===== src/rtl/uart_tx_arbiter_pkg.sv =====
// rtl/uart_tx_arbiter_pkg.sv - shared frame-config type, parity codes and arbiter state encoding
package uart_tx_arbiter_pkg;

    typedef struct packed {
        logic       d_num;
        logic       s_num;
        logic [1:0] par;
    } frame_cfg_t;

    localparam logic [1:0] PAR_NONE0 = 2'b00;
    localparam logic [1:0] PAR_ODD   = 2'b01;
    localparam logic [1:0] PAR_EVEN  = 2'b10;
    localparam logic [1:0] PAR_NONE3 = 2'b11;

    typedef enum logic [2:0] {
        ST_IDLE,
        ST_START,
        ST_WAIT_BUSY,
        ST_WAIT_DONE,
        ST_GUARD
    } arb_state_t;

endpackage


===== src/rtl/uart_tx_arbiter_rr_arbiter.sv =====
// rtl/uart_tx_arbiter_rr_arbiter.sv - combinational round-robin picker, first request after i_ptr wins
module rr_arbiter #(
    parameter int N = 4,
    localparam int W = $clog2(N)
) (
    input  logic [N-1:0] i_req,
    input  logic [W-1:0] i_ptr,
    output logic [N-1:0] o_gnt,
    output logic [W-1:0] o_idx,
    output logic         o_valid
);

    always_comb begin
        o_gnt   = '0;
        o_idx   = '0;
        o_valid = |i_req;
        // Scan farthest-first so the nearest request after i_ptr is the last to be written.
        for (int k = N; k >= 1; k--) begin
            if (i_req[(int'(i_ptr) + k) % N]) begin
                o_gnt = N'(1) << ((int'(i_ptr) + k) % N);
                o_idx = W'((int'(i_ptr) + k) % N);
            end
        end
    end

endmodule


===== src/rtl/uart_tx_arbiter.sv =====
// rtl/uart_tx_arbiter.sv - round-robin share of one UART TX; optional frame timeout via UART_ARB_TIMEOUT_EN
module uart_tx_arbiter
    import uart_tx_arbiter_pkg::*;
#(
    parameter int NUM_REQ        = 4,
    parameter int GUARD_CYCLES   = 2,
    parameter int TIMEOUT_CYCLES = 65535,
    localparam int OW = $clog2(NUM_REQ)
) (
    input  logic                 i_clk,
    input  logic                 i_reset,
    input  logic [NUM_REQ-1:0]   i_req,
    input  logic [NUM_REQ*8-1:0] i_req_data,
    input  logic [NUM_REQ*4-1:0] i_req_cfg,
    output logic [NUM_REQ-1:0]   o_gnt,
    output logic [NUM_REQ-1:0]   o_done,
    output logic                 o_tx_start,
    output logic [7:0]           o_tx_data,
    output logic                 o_tx_d_num,
    output logic                 o_tx_s_num,
    output logic [1:0]           o_tx_par,
    input  logic                 i_tx_busy,
    input  logic                 i_tx_done,
    output logic [OW-1:0]        o_owner,
    output logic                 o_busy,
    output logic                 o_timeout_err,
    input  logic                 i_err_clr
);

    localparam int GW = (GUARD_CYCLES > 0) ? $clog2(GUARD_CYCLES + 1) : 1;
    localparam logic [GW-1:0] GUARD_LOAD = GW'((GUARD_CYCLES > 0) ? GUARD_CYCLES - 1 : 0);

    arb_state_t           r_state;
    logic [OW-1:0]        r_rr_ptr;
    logic [OW-1:0]        r_owner;
    logic [NUM_REQ-1:0]   r_gnt;
    logic [NUM_REQ-1:0]   r_done;
    logic                 r_tx_start;
    logic [7:0]           r_tx_data;
    frame_cfg_t           r_tx_cfg;
    logic                 r_busy;
    logic [GW-1:0]        r_guard_cnt;

    logic [NUM_REQ-1:0]   w_pick_gnt;
    logic [OW-1:0]        w_pick_idx;
    logic                 w_pick_valid;
    logic                 w_waiting;
    logic                 w_complete;
    logic                 w_timeout;
    frame_cfg_t           w_pick_cfg;

    rr_arbiter #(.N(NUM_REQ)) u_rr_arbiter (
        .i_req   (i_req),
        .i_ptr   (r_rr_ptr),
        .o_gnt   (w_pick_gnt),
        .o_idx   (w_pick_idx),
        .o_valid (w_pick_valid)
    );

    assign w_pick_cfg = i_req_cfg[int'(w_pick_idx)*4 +: 4];
    assign w_waiting  = (r_state == ST_WAIT_BUSY) || (r_state == ST_WAIT_DONE);
    assign w_complete = w_waiting && i_tx_done;

`ifdef UART_ARB_TIMEOUT_EN
    localparam int TW = $clog2(TIMEOUT_CYCLES + 1);
    localparam logic [TW-1:0] TO_LAST = TW'(TIMEOUT_CYCLES - 1);

    logic [TW-1:0] r_to_cnt;
    logic          r_timeout_err;

    // Fires on the TIMEOUT_CYCLES-th waiting cycle that has no tx_done.
    assign w_timeout = w_waiting && !i_tx_done && (r_to_cnt == TO_LAST);

    always_ff @(posedge i_clk or posedge i_reset) begin
        if (i_reset) begin
            r_to_cnt      <= '0;
            r_timeout_err <= 1'b0;
        end else begin
            if (r_state == ST_START)
                r_to_cnt <= '0;
            else if (w_waiting)
                r_to_cnt <= r_to_cnt + TW'(1);
            if (i_err_clr)
                r_timeout_err <= 1'b0;
            else if (w_timeout)
                r_timeout_err <= 1'b1;
        end
    end

    assign o_timeout_err = r_timeout_err;
`else
    logic w_unused_err_clr;

    assign w_timeout        = 1'b0;
    assign w_unused_err_clr = i_err_clr ^ (TIMEOUT_CYCLES == 0);
    assign o_timeout_err    = 1'b0;
`endif

    always_ff @(posedge i_clk or posedge i_reset) begin
        if (i_reset) begin
            r_state     <= ST_IDLE;
            r_rr_ptr    <= OW'(NUM_REQ - 1);
            r_owner     <= '0;
            r_gnt       <= '0;
            r_done      <= '0;
            r_tx_start  <= 1'b0;
            r_tx_data   <= '0;
            r_tx_cfg    <= '0;
            r_busy      <= 1'b0;
            r_guard_cnt <= '0;
        end else begin
            r_gnt      <= '0;
            r_done     <= '0;
            r_tx_start <= 1'b0;
            case (r_state)
                ST_IDLE: begin
                    if (w_pick_valid && !i_tx_busy) begin
                        r_owner    <= w_pick_idx;
                        r_tx_data  <= i_req_data[int'(w_pick_idx)*8 +: 8];
                        r_tx_cfg   <= w_pick_cfg;
                        r_gnt      <= w_pick_gnt;
                        r_tx_start <= 1'b1;
                        r_busy     <= 1'b1;
                        r_state    <= ST_START;
                    end
                end
                ST_START: begin
                    r_state <= ST_WAIT_BUSY;
                end
                ST_WAIT_BUSY, ST_WAIT_DONE: begin
                    if (w_complete || w_timeout) begin
                        r_done   <= NUM_REQ'(1) << r_owner;
                        r_rr_ptr <= r_owner;
                        if (GUARD_CYCLES == 0) begin
                            r_busy  <= 1'b0;
                            r_state <= ST_IDLE;
                        end else begin
                            r_guard_cnt <= GUARD_LOAD;
                            r_state     <= ST_GUARD;
                        end
                    end else if (r_state == ST_WAIT_BUSY && i_tx_busy) begin
                        r_state <= ST_WAIT_DONE;
                    end
                end
                ST_GUARD: begin
                    if (r_guard_cnt == '0) begin
                        r_busy  <= 1'b0;
                        r_state <= ST_IDLE;
                    end else begin
                        r_guard_cnt <= r_guard_cnt - GW'(1);
                    end
                end
                default: begin
                    r_busy  <= 1'b0;
                    r_state <= ST_IDLE;
                end
            endcase
        end
    end

    assign o_gnt      = r_gnt;
    assign o_done     = r_done;
    assign o_tx_start = r_tx_start;
    assign o_tx_data  = r_tx_data;
    assign o_tx_d_num = r_tx_cfg.d_num;
    assign o_tx_s_num = r_tx_cfg.s_num;
    assign o_tx_par   = r_tx_cfg.par;
    assign o_owner    = r_owner;
    assign o_busy     = r_busy;

endmodule


===== config.mk =====
export PLATFORM = sky130hd
export DESIGN_NAME = uart_tx_arbiter
export DESIGN_NICKNAME = d
export VERILOG_FILES = /design/src/rtl/uart_tx_arbiter_pkg.sv /design/src/rtl/uart_tx_arbiter_rr_arbiter.sv /design/src/rtl/uart_tx_arbiter.sv
export SDC_FILE = /design/constraint.sdc
export NUM_CORES = 1
export LEC_CHECK = 0
export BUFFER_PORTS_ARGS = -buffer_cell sky130_fd_sc_hd__clkbuf_2
export CAP_MARGIN = 15
export CORE_MARGIN = 3
export CORE_UTILIZATION = 46
export CTS_BUF_LIST = sky130_fd_sc_hd__clkbuf_8
export DETAILED_ROUTE_END_ITERATION = 7
export GPL_TIMING_DRIVEN = 0
export PLACE_DENSITY = 0.79
export SYNTH_ARGS = -nofsm -noshare
export SYNTH_HDL_FRONTEND = slang
export SYNTH_SLANG_ARGS = --single-unit

===== constraint.sdc =====
create_clock -name i_clk -period 2.9 [get_ports i_clk]
set_clock_uncertainty 0.2 [all_clocks]
set_input_delay 0.58 -clock i_clk [delete_from_list [all_inputs] [get_ports i_clk]]
set_output_delay 0.58 -clock i_clk [all_outputs]
set_load 0.02 [all_outputs]

==> results.yml, run 1 <==
yosys:
  synth-main-ff-cell: "dfrtp_1"
  synth_top_area_share_pct: 33.3
  synth_edf_count: 0
  ys_seq_area_share_pct: 35.7
  yosysTopAreaCell: "dfrtp_1"
  synth_area_leaders: "dfrtp_1 33%, mux2i_1 6.9%, nor2_1 5.5%, ha_1 4.6%, a21oi_1 4.4%"
  syn-num-nets: 301
  async_reset_ff_share_pct: 100
  synthCells: 236
  syn_area_per_cell_sq_um: 9.23
  synth-seq-cells: 31
  synth_area_sq_um: 2180
  yosysWarnings: 0
  synth.distinct_cells: 48
finish:
  drive_above_1_share_pct: 40.3
  stdcell_count: 392
  diodes: 0
  syn2layout_area_growth_pct: 37.9
  fin_nets: 404
  fillCellCount: 343
power:
  leakagePower_uw: 0.00147
  ir_drop_v: 0.000727
  power.density_nw_per_um2: 1250
flow_run:
  maxCapViolCount: 0
worst_setup_path:
  crit_path_end_kind: "flip-flop"
  ff2ff_setup_slack_ps: -50
  critPathRequiredTime_ps: 2850
  start_kind: "flip-flop"
  arrival_ps: 2900
  reg2reg_depth: 10
  worstReg2RegEnd: "o_tx_s_num"
  critical_path_class: "reg2reg"
  reg2reg_from: "r_rr_ptr[1]"
  cp_max_fo: 6
detailed_routing:
  wl_mm: 6.09
  viasPerCell: 5.76
  drt_iter0_drc: 89
  vias: 2259
  drc: 0
  post_drt_wl_per_cell_microns: 15.5
  antenna_left: 0
  dr.pass1.iters: 4
global_routing:
  grt_usage_pct: 21.5
  grt_first_pass_wirelength_mm: 9.16
  grtUsageMet3_pct: 6.41
  grt_pass1_vias: 2042
  grt_busiest_layer: "met2"
  antenna_found_initial: 0
  grt_max_degree: 32
  use_met1_pct: 26.0
  gr-total-overflow: 0
  met2_usage_pct: 35.7
cts:
  ctsRootBufferMaster: "clkbuf_8"
  clkSlewWorstSetupHoldPaths_ps: 70
  numClockSinks: 31
  clock_path_buffers: 2
  cts_tree: "done"
  insertion_delay_ps: 290
  cts_buffers: 5
  cts_max_level: 2
timing:
  slew_viol_final: 0
  fin_crit_sh_pct: 102
  worstMarginPinSlew_ps: 518
  setup_ws_ps: -52.3
  fin_crit_ps: 2950
  max_clock_freq_ghz: 0.339
  finalSetupViolations: 3
  rsz0062_at_grt: "yes"
  fin_setup_tns_ps: -58.2
  hold_violations: 0
  max_slew_margin_pct: 65.4
floorplan:
  initial_core_util_pct: 48.7
  die_area_sq_um: 5600
  die-height_microns: 74.8
  core_sq_um: 4470
  row_count: 24
  ios: 82
  die_x_microns: 74.8
placement:
  dp.cells: 366
  dpl.hpwl_mm: 4.30
  numPortBuffers: 78
  dp_slack_ps: -273
  place_congestion: 0.811
outcome:
  status: "complete, but fails checks"
  violations: "setup timing"
hold_path:
  hold_class: "in2async"
## worst max-delay path by stage
stage                           start            to  cells after the start
after floorplan           r_rr_ptr[0]  o_tx_data[0]                     10
after CTS                 r_rr_ptr[1]  o_tx_data[2]                     10
final                     r_rr_ptr[1]    o_tx_s_num                     10
after detailed placement  r_rr_ptr[0]  o_tx_data[2]                     10
after global routing      r_rr_ptr[1]    o_tx_s_num                     10
after global placement    r_rr_ptr[0]  o_tx_data[2]                     10
## worst max-delay path, cell delays in order, from the launching register on
cell        delay, ps
dfstp_2           570
buf_6             120
clkinvlp_4        150
ha_4              330
mux4_2            350
or2b_4            270
nand2_8            60
a21oi_4           230
buf_12            160
mux2i_1           230
o221ai_1          150
## report_power, final
part           internal, uW  switching [uW]
logic                  1210            1350
registers               620             123
clock network           278             169
total                  2100            1640
## flip-flops by register name, indices dropped and copies added, names as in the netlist
| signal | count |
|---|---|
| o_tx_s_num | 1 |
| o_gnt | 4 |
| o_tx_data | 8 |
| o_tx_par | 2 |
| o_done | 4 |
| r_state | 3 |
| r_guard_cnt | 2 |
| o_tx_d_num | 1 |
| o_owner | 2 |
| o_tx_start | 1 |
| r_rr_ptr | 2 |
| o_busy | 1 |
## per-layer routing
metal	share of wire [%]	vias up
met4	1.6	0
met3	7.8	10
met5	0	-
li1	-	1084
met1	42	1063
met2	49	102
## area by class of cell
type                            instances  area (sq um)  share of cell area, %
Multi-Input combinational cell        185          1350                   44.8
Sequential cell                        31           778                   25.9
Timing Repair Buffer                   96           567                   18.9
Buffer                                 12          93.8                   3.13
Clock buffer                            6          82.6                   2.75
Tap cell                               52          65.1                   2.17
Inverter                                8          36.3                   1.21
Clock inverter                          2          35.0                   1.17
## placed cells by master (no fill, tap or decap), types with 5 or more instances in the layout
cell	instances
a21oi_1	19
buf_4	17
clkbuf_2	80
clkbuf_8	6
dfrtp_1	29
ha_1	7
inv_1	5
mux2i_1	12
nand2_1	19
nor2_1	32
nor3_1	6
nor3b_1	6
o21ai_0	12
o221ai_1	8
o22ai_1	8
## metrics by stage
stage / total power, uW / utilization [%] / hold WS (ps) / area, sq um
after floorplan: 2340 / - / 240 / 2190
after global placement: 2780 / 59.2 / 255 / 2650
after detailed placement: 2830 / 59.2 / 266 / 2650
after CTS: 3340 / 62.5 / 272 / 2800
after global routing: 4000 / 67.1 / 56.8 / 3000
final: 3740 / 67.1 / 32.1 / 3000
## logic make-up (layout without fill, tap and decap cells)
family	after synthesis	after routing	synth area share [%]
AOI/OAI and AO/OA	75	75	24.4
adders and majority gates	8	8	4.60
buffers and inverters	20	124	5.23
DFF	31	31	35.7
muxes	23	23	13.1
other	1	1	0.172
and+or+nand+nor	78	78	16.8
## cell usage after synthesis, types with 2 or more instances
| library cell | n |
|---|---|
| a211oi_1 | 2 |
| a21oi_1 | 19 |
| a221oi_1 | 4 |
| a22o_1 | 4 |
| a22oi_1 | 2 |
| a41o_1 | 4 |
| and3_1 | 2 |
| buf_2 | 2 |
| buf_6 | 2 |
| clkbuf_1 | 5 |
| dfrtp_1 | 29 |
| dfstp_2 | 2 |
| ha_1 | 8 |
| inv_1 | 6 |
| mux2_2 | 4 |
| mux2i_1 | 15 |
| mux4_2 | 3 |
| nand2_1 | 19 |
| nor2_1 | 32 |
| nor2b_1 | 5 |
| nor3_1 | 6 |
| nor3b_1 | 6 |
| o21ai_0 | 12 |
| o221ai_1 | 8 |
| o22a_1 | 2 |
| o22ai_1 | 8 |
| o32ai_1 | 4 |
## what timing repair did
action,4_1_cts,5_1_grt
setup endpoints to repair,13,15
cloned,0,1
pin swaps,1,5
gates resized for setup,2,15
hold buffers,0,0
buffers inserted,3,13
(Power assumes the default switching activity.)
==> inputs of run 2 (changes only) <==
--- a/config.mk
+++ b/config.mk
@@ -5,9 +5,9 @@
 export SDC_FILE = /design/constraint.sdc
 export NUM_CORES = 1
 export LEC_CHECK = 0
-export BUFFER_PORTS_ARGS = -buffer_cell sky130_fd_sc_hd__clkbuf_2
+export BUFFER_PORTS_ARGS = -buffer_cell sky130_fd_sc_hd__buf_4
 export CAP_MARGIN = 15
-export CORE_MARGIN = 3
+export CORE_MARGIN = 1.5
 export CORE_UTILIZATION = 46
 export CTS_BUF_LIST = sky130_fd_sc_hd__clkbuf_8
 export DETAILED_ROUTE_END_ITERATION = 7
==> results.yml, run 2 (same netlist as run 1, synthesis figures left out) <==
worst_setup_path:
  cp_max_fo: 5
  crit_chain: "buf_6 -> clkinvlp_4 -> ha_4 -> mux4_2 -> or2b_4 -> nand2_8 -> a21oi_4 -> buf_12 -> mux2i_4 -> o221ai_2"
  crit_path_end_kind: "flip-flop"
  crit_family: "multiplexers"
  path_buf_inv: 3
  critical_path_class: "reg2reg"
  arrival_ps: 2840
  critPathMaxStageDelay_ps: 550
  reg2reg_from: "r_rr_ptr[1]"
  startpoint: "r_rr_ptr[1]"
  critPathRequiredTime_ps: 2870
  start_kind: "flip-flop"
  cp_slowest_cell: "dfstp_2"
cts:
  cts_max_level: 2
  ctsRootBufferMaster: "clkbuf_8"
  insertion_delay_ps: 290
  cts_buffers: 5
  cts_tree: "done"
  numClockSinks: 31
  clock_path_buffers: 2
  hold_buffers: 0
  clkSlewWorstSetupHoldPaths_ps: 70
finish:
  stdcell_count: 393
  diodes: 0
  design_area_sq_um: 3220
  drive_above_1_share_pct: 41.3
  utilization_pct: 72.5
  multiInputGateArea_sq_um: 1350
  fillCellCount: 335
  syn2layout_area_growth_pct: 48.0
  largest_reg_flops: 8
  layout.area.seq_sq_um: 778
  layout_commonest_cell: "buf_4"
  final_cell_mix: "95 x buf_4, 32 x nor2_1, 29 x dfrtp_1, 18 x nand2_1, 18 x a21oi_1"
  fin_nets: 405
power:
  ir_drop_v: 0.000710
  power.density_nw_per_um2: 1210
  leakagePower_uw: 0.00153
outcome:
  violations: "DRC"
  status: "complete, but fails checks"
floorplan:
  row_count: 24
  die_area_sq_um: 5160
  ios: 82
  die-height_microns: 71.8
  initial_core_util_pct: 49.0
  core_sq_um: 4440
  die_x_microns: 71.8
placement:
  place_congestion: 0.894
  numPortBuffers: 78
  dpl.hpwl_mm: 4.34
  dp.cells: 366
  placed_area_sq_um: 2840
detailed_routing:
  wl_mm: 6.39
  antenna_left: 0
  post_drt_wl_per_cell_microns: 16.3
  drc: 3
  drt_iter0_drc: 162
  vias: 2252
  dr.pass1.iters: 6
  viasPerCell: 5.73
timing:
  finalSetupViolations: 0
  max_clock_freq_ghz: 0.348
  max_slew_margin_pct: 61.1
  hold_violations: 0
  fin_crit_ps: 2870
  fin_crit_sh_pct: 99.0
  slew_viol_final: 0
  worstMarginPinSlew_ps: 582
flow_run:
  maxCapViolCount: 0
global_routing:
  grt_max_degree: 32
  gr-total-overflow: 0
  grt_pass1_vias: 2183
  grt_usage_pct: 23.8
  antenna_found_initial: 0
  grt_first_pass_wirelength_mm: 9.68
hold_path:
  hold_class: "in2async"
==> run 2: cell count changes in the layout (fill, tap and decap cells not counted), sizes merged <==
cell      previous run  this run
buf                 23       101
clkbuf              91        14
clkinvlp             1         2
inv                  6         5
==> run 2: metal layers <==
| layer | share of wire, % | vias to the layer above | wire [microns] | global-route usage [%] |
|---|---|---|---|---|
| met5 | 0 | - | 0 | 0 |
| met4 | 1.3 | 0 | 83 | 7.13 |
| met3 | 7.6 | 13 | 487 | 7.45 |
| met2 | 49 | 95 | 3160 | 40.3 |
| met1 | 42 | 1054 | 2660 | 29.0 |
| li1 | - | 1090 | - | - |
==> run 2: timing repair <==
action / CTS / global route
setup endpoints to repair: 12 / 12
buffers inserted: 5 / 12
resized for setup: 3 / 19
cloned: 0 / 1
pin swaps: 1 / 6
==> run 2: per-stage QoR <==
step	setup TNS (ps)	total power (uW)	hold WS, ps	setup WS, ps
after floorplan	0	2340	240	71.0
after CTS	0	3490	273	0.137
after global placement	-2280	2900	257	-309
after global routing	-982	4150	89.6	-101
final	0	3900	74.6	29.0
after detailed placement	-2390	2940	264	-311
==> run 2: cell type report <==
type / instances / share of cell area, %
Clock inverter: 2 / 1.09
Tap cell: 52 / 2.02
Inverter: 8 / 1.24
Buffer: 12 / 3.07
Sequential cell: 31 / 24.1
Timing Repair Buffer: 97 / 23.9
Clock buffer: 6 / 2.56
Multi-Input combinational cell: 185 / 42.0
==> run 2: power by group <==
| group | leakage [uW] | total (uW) | switching, uW | internal [uW] |
|---|---|---|---|---|
| sequential | 0.000383 | 746 | 126 | 620 |
| combinational | 0.00109 | 2700 | 1400 | 1310 |
| clock | 0.0000612 | 447 | 169 | 278 |
==> run 2: final timing paths <==
check / end / slack (ps) / depth (start not counted)
max: o_tx_s_num / 30 / 10
min: o_tx_data[4] / 70 / 2
max reg2reg: o_tx_s_num / 30 / 10
min reg2reg: r_guard_cnt[0] / 270 / 1
max in group asynchronous: r_rr_ptr[1] / 1890 / 3
min in group i_clk: r_guard_cnt[0] / 270 / 1
==> inputs of run 3 (changes only) <==
--- a/config.mk
+++ b/config.mk
@@ -13,6 +13,7 @@
 export DETAILED_ROUTE_END_ITERATION = 7
 export GPL_TIMING_DRIVEN = 0
 export PLACE_DENSITY = 0.79
+export REMOVE_ABC_BUFFERS = 1
 export SYNTH_ARGS = -nofsm -noshare
 export SYNTH_HDL_FRONTEND = slang
 export SYNTH_SLANG_ARGS = --single-unit
==> results.yml, run 3 (same netlist as run 1, synthesis figures left out) <==
outcome:
  status: "finished clean"
flow_run:
  maxCapViolCount: 0
finish:
  layout_commonest_cell: "buf_4"
  fin_nets: 388
  largest_reg_flops: 8
  design_area_sq_um: 3030
  syn2layout_area_growth_pct: 38.9
  drive_above_1_share_pct: 38.3
  diodes: 0
  final_cell_mix: "89 x buf_4, 31 x nor2_1, 29 x dfrtp_1, 18 x nand2_1, 18 x a21oi_1"
power:
  ir_drop_v: 0.000540
  power.density_nw_per_um2: 1140
  leakagePower_uw: 0.00144
worst_setup_path:
  cp_slowest_cell: "dfstp_4"
  critical_path_class: "reg2reg"
  crit_chain: "buf_8 -> mux4_2 -> buf_4 -> o21ba_4 -> nor2_2 -> a21oi_4 -> buf_12 -> buf_4 -> mux2i_1 -> a21oi_1"
  cp_common_cell: "buf_4"
  arrival_ps: 2730
  crit_path_end_kind: "flip-flop"
  start_kind: "flip-flop"
  cp_max_fo: 17
  critPathMaxStageDelay_ps: 650
  critPathRequiredTime_ps: 2850
placement:
  numPortBuffers: 79
  place_congestion: 0.809
  dpl.hpwl_mm: 4.06
  placed_area_sq_um: 2780
floorplan:
  die-height_microns: 71.8
  die_x_microns: 71.8
  die_area_sq_um: 5160
  core_sq_um: 4440
  initial_core_util_pct: 49.0
  row_count: 24
  ios: 82
global_routing:
  grt_max_degree: 22
  grt_usage_pct: 23.0
  antenna_found_initial: 0
  grt_first_pass_wirelength_mm: 9.37
  gr-total-overflow: 0
  grt_pass1_vias: 2125
detailed_routing:
  post_drt_wl_per_cell_microns: 15.4
  drc: 0
  wl_mm: 5.77
  antenna_left: 0
  vias: 2187
  dr.pass1.iters: 6
  drt_iter0_drc: 116
  viasPerCell: 5.82
timing:
  worstMarginPinSlew_ps: 678
  max_slew_margin_pct: 54.8
  fin_crit_sh_pct: 95.7
  fin_setup_tns_ps: 0
  hold_violations: 0
  slew_viol_final: 0
  rsz0062_at_grt: "no"
  finalSetupViolations: 0
  max_clock_freq_ghz: 0.360
  fin_crit_ps: 2780
  fin_hold_ws_ps: 134
cts:
  hold_buffers: 0
  cts_tree: "done"
  clkSlewWorstSetupHoldPaths_ps: 70
  clock_path_buffers: 2
  numClockSinks: 31
  insertion_delay_ps: 290
  cts_buffers: 5
  cts_max_level: 2
  ctsRootBufferMaster: "clkbuf_8"
hold_path:
  hold_class: "in2async"
## run 3: path summary, 6_finish.rpt
path,startpoint,to,slack [ps],depth (start not counted)
worst max-delay path,r_rr_ptr[0],o_tx_data[1],120,10
min in group i_clk,r_guard_cnt[0],r_guard_cnt[0],270,1
max in group asynchronous,i_reset,r_rr_ptr[0],1800,3
worst min-delay path,i_reset,o_tx_data[1],130,2
worst min register to register,r_guard_cnt[0],r_guard_cnt[0],270,1
worst max register to register,r_rr_ptr[0],o_tx_data[1],120,10
## run 3: layer usage
layer | vias to the layer above | part of all wire (%) | global-route usage [%]
met5 | - | 0 | 0
met3 | 8 | 6.3 | 4.92
met1 | 1053 | 42 | 29.1
met2 | 67 | 51 | 39.0
li1 | 1059 | - | -
met4 | 0 | 1.3 | 7.76
## run 3: power breakdown
| group | total, uW | internal [uW] | switching [uW] |
|---|---|---|---|
| sequential | 743 | 623 | 120 |
| clock | 342 | 167 | 175 |
| combinational | 2350 | 1090 | 1260 |
## run 3: stage by stage
step / std cells / worst slack (ps) / util [%] / power [uW]
2_1_floorplan: 224 / -410 / - / 2190
3_3_place_gp: 355 / -990 / 61.9 / 2730
3_5_place_dp: 356 / -996 / 62.6 / 2770
4_1_cts: 371 / 7.36 / 66.6 / 3310
5_1_grt: 376 / 0.107 / 68.1 / 3690
6_report: 376 / 124 / 68.1 / 3440
## run 3: timing repair
item,4_1_cts,5_1_grt
gates cloned,0,0
endpoints found under the setup margin,18,14
pin swaps,1,1
setup buffers,7,5
resized for setup,6,8
## run 3: final cells by class
type / count / area (sq um)
fill: 352 / 1420
clock inverter: 3 / 20.0
multi-input combinational: 185 / 1330
timing repair buffer: 92 / 731
sequential: 31 / 782
clock buffer: 5 / 68.8
tap: 52 / 65.1
inverter: 8 / 32.5
## run 3: critical path: cells and delay by family (launching register included)
family                 cells  cell delay, ps
AOI/OAI and AO/OA          3             340
buffers and inverters      4             630
DFF                        1             650
muxes                      2             670
and+or+nand+nor            1             150
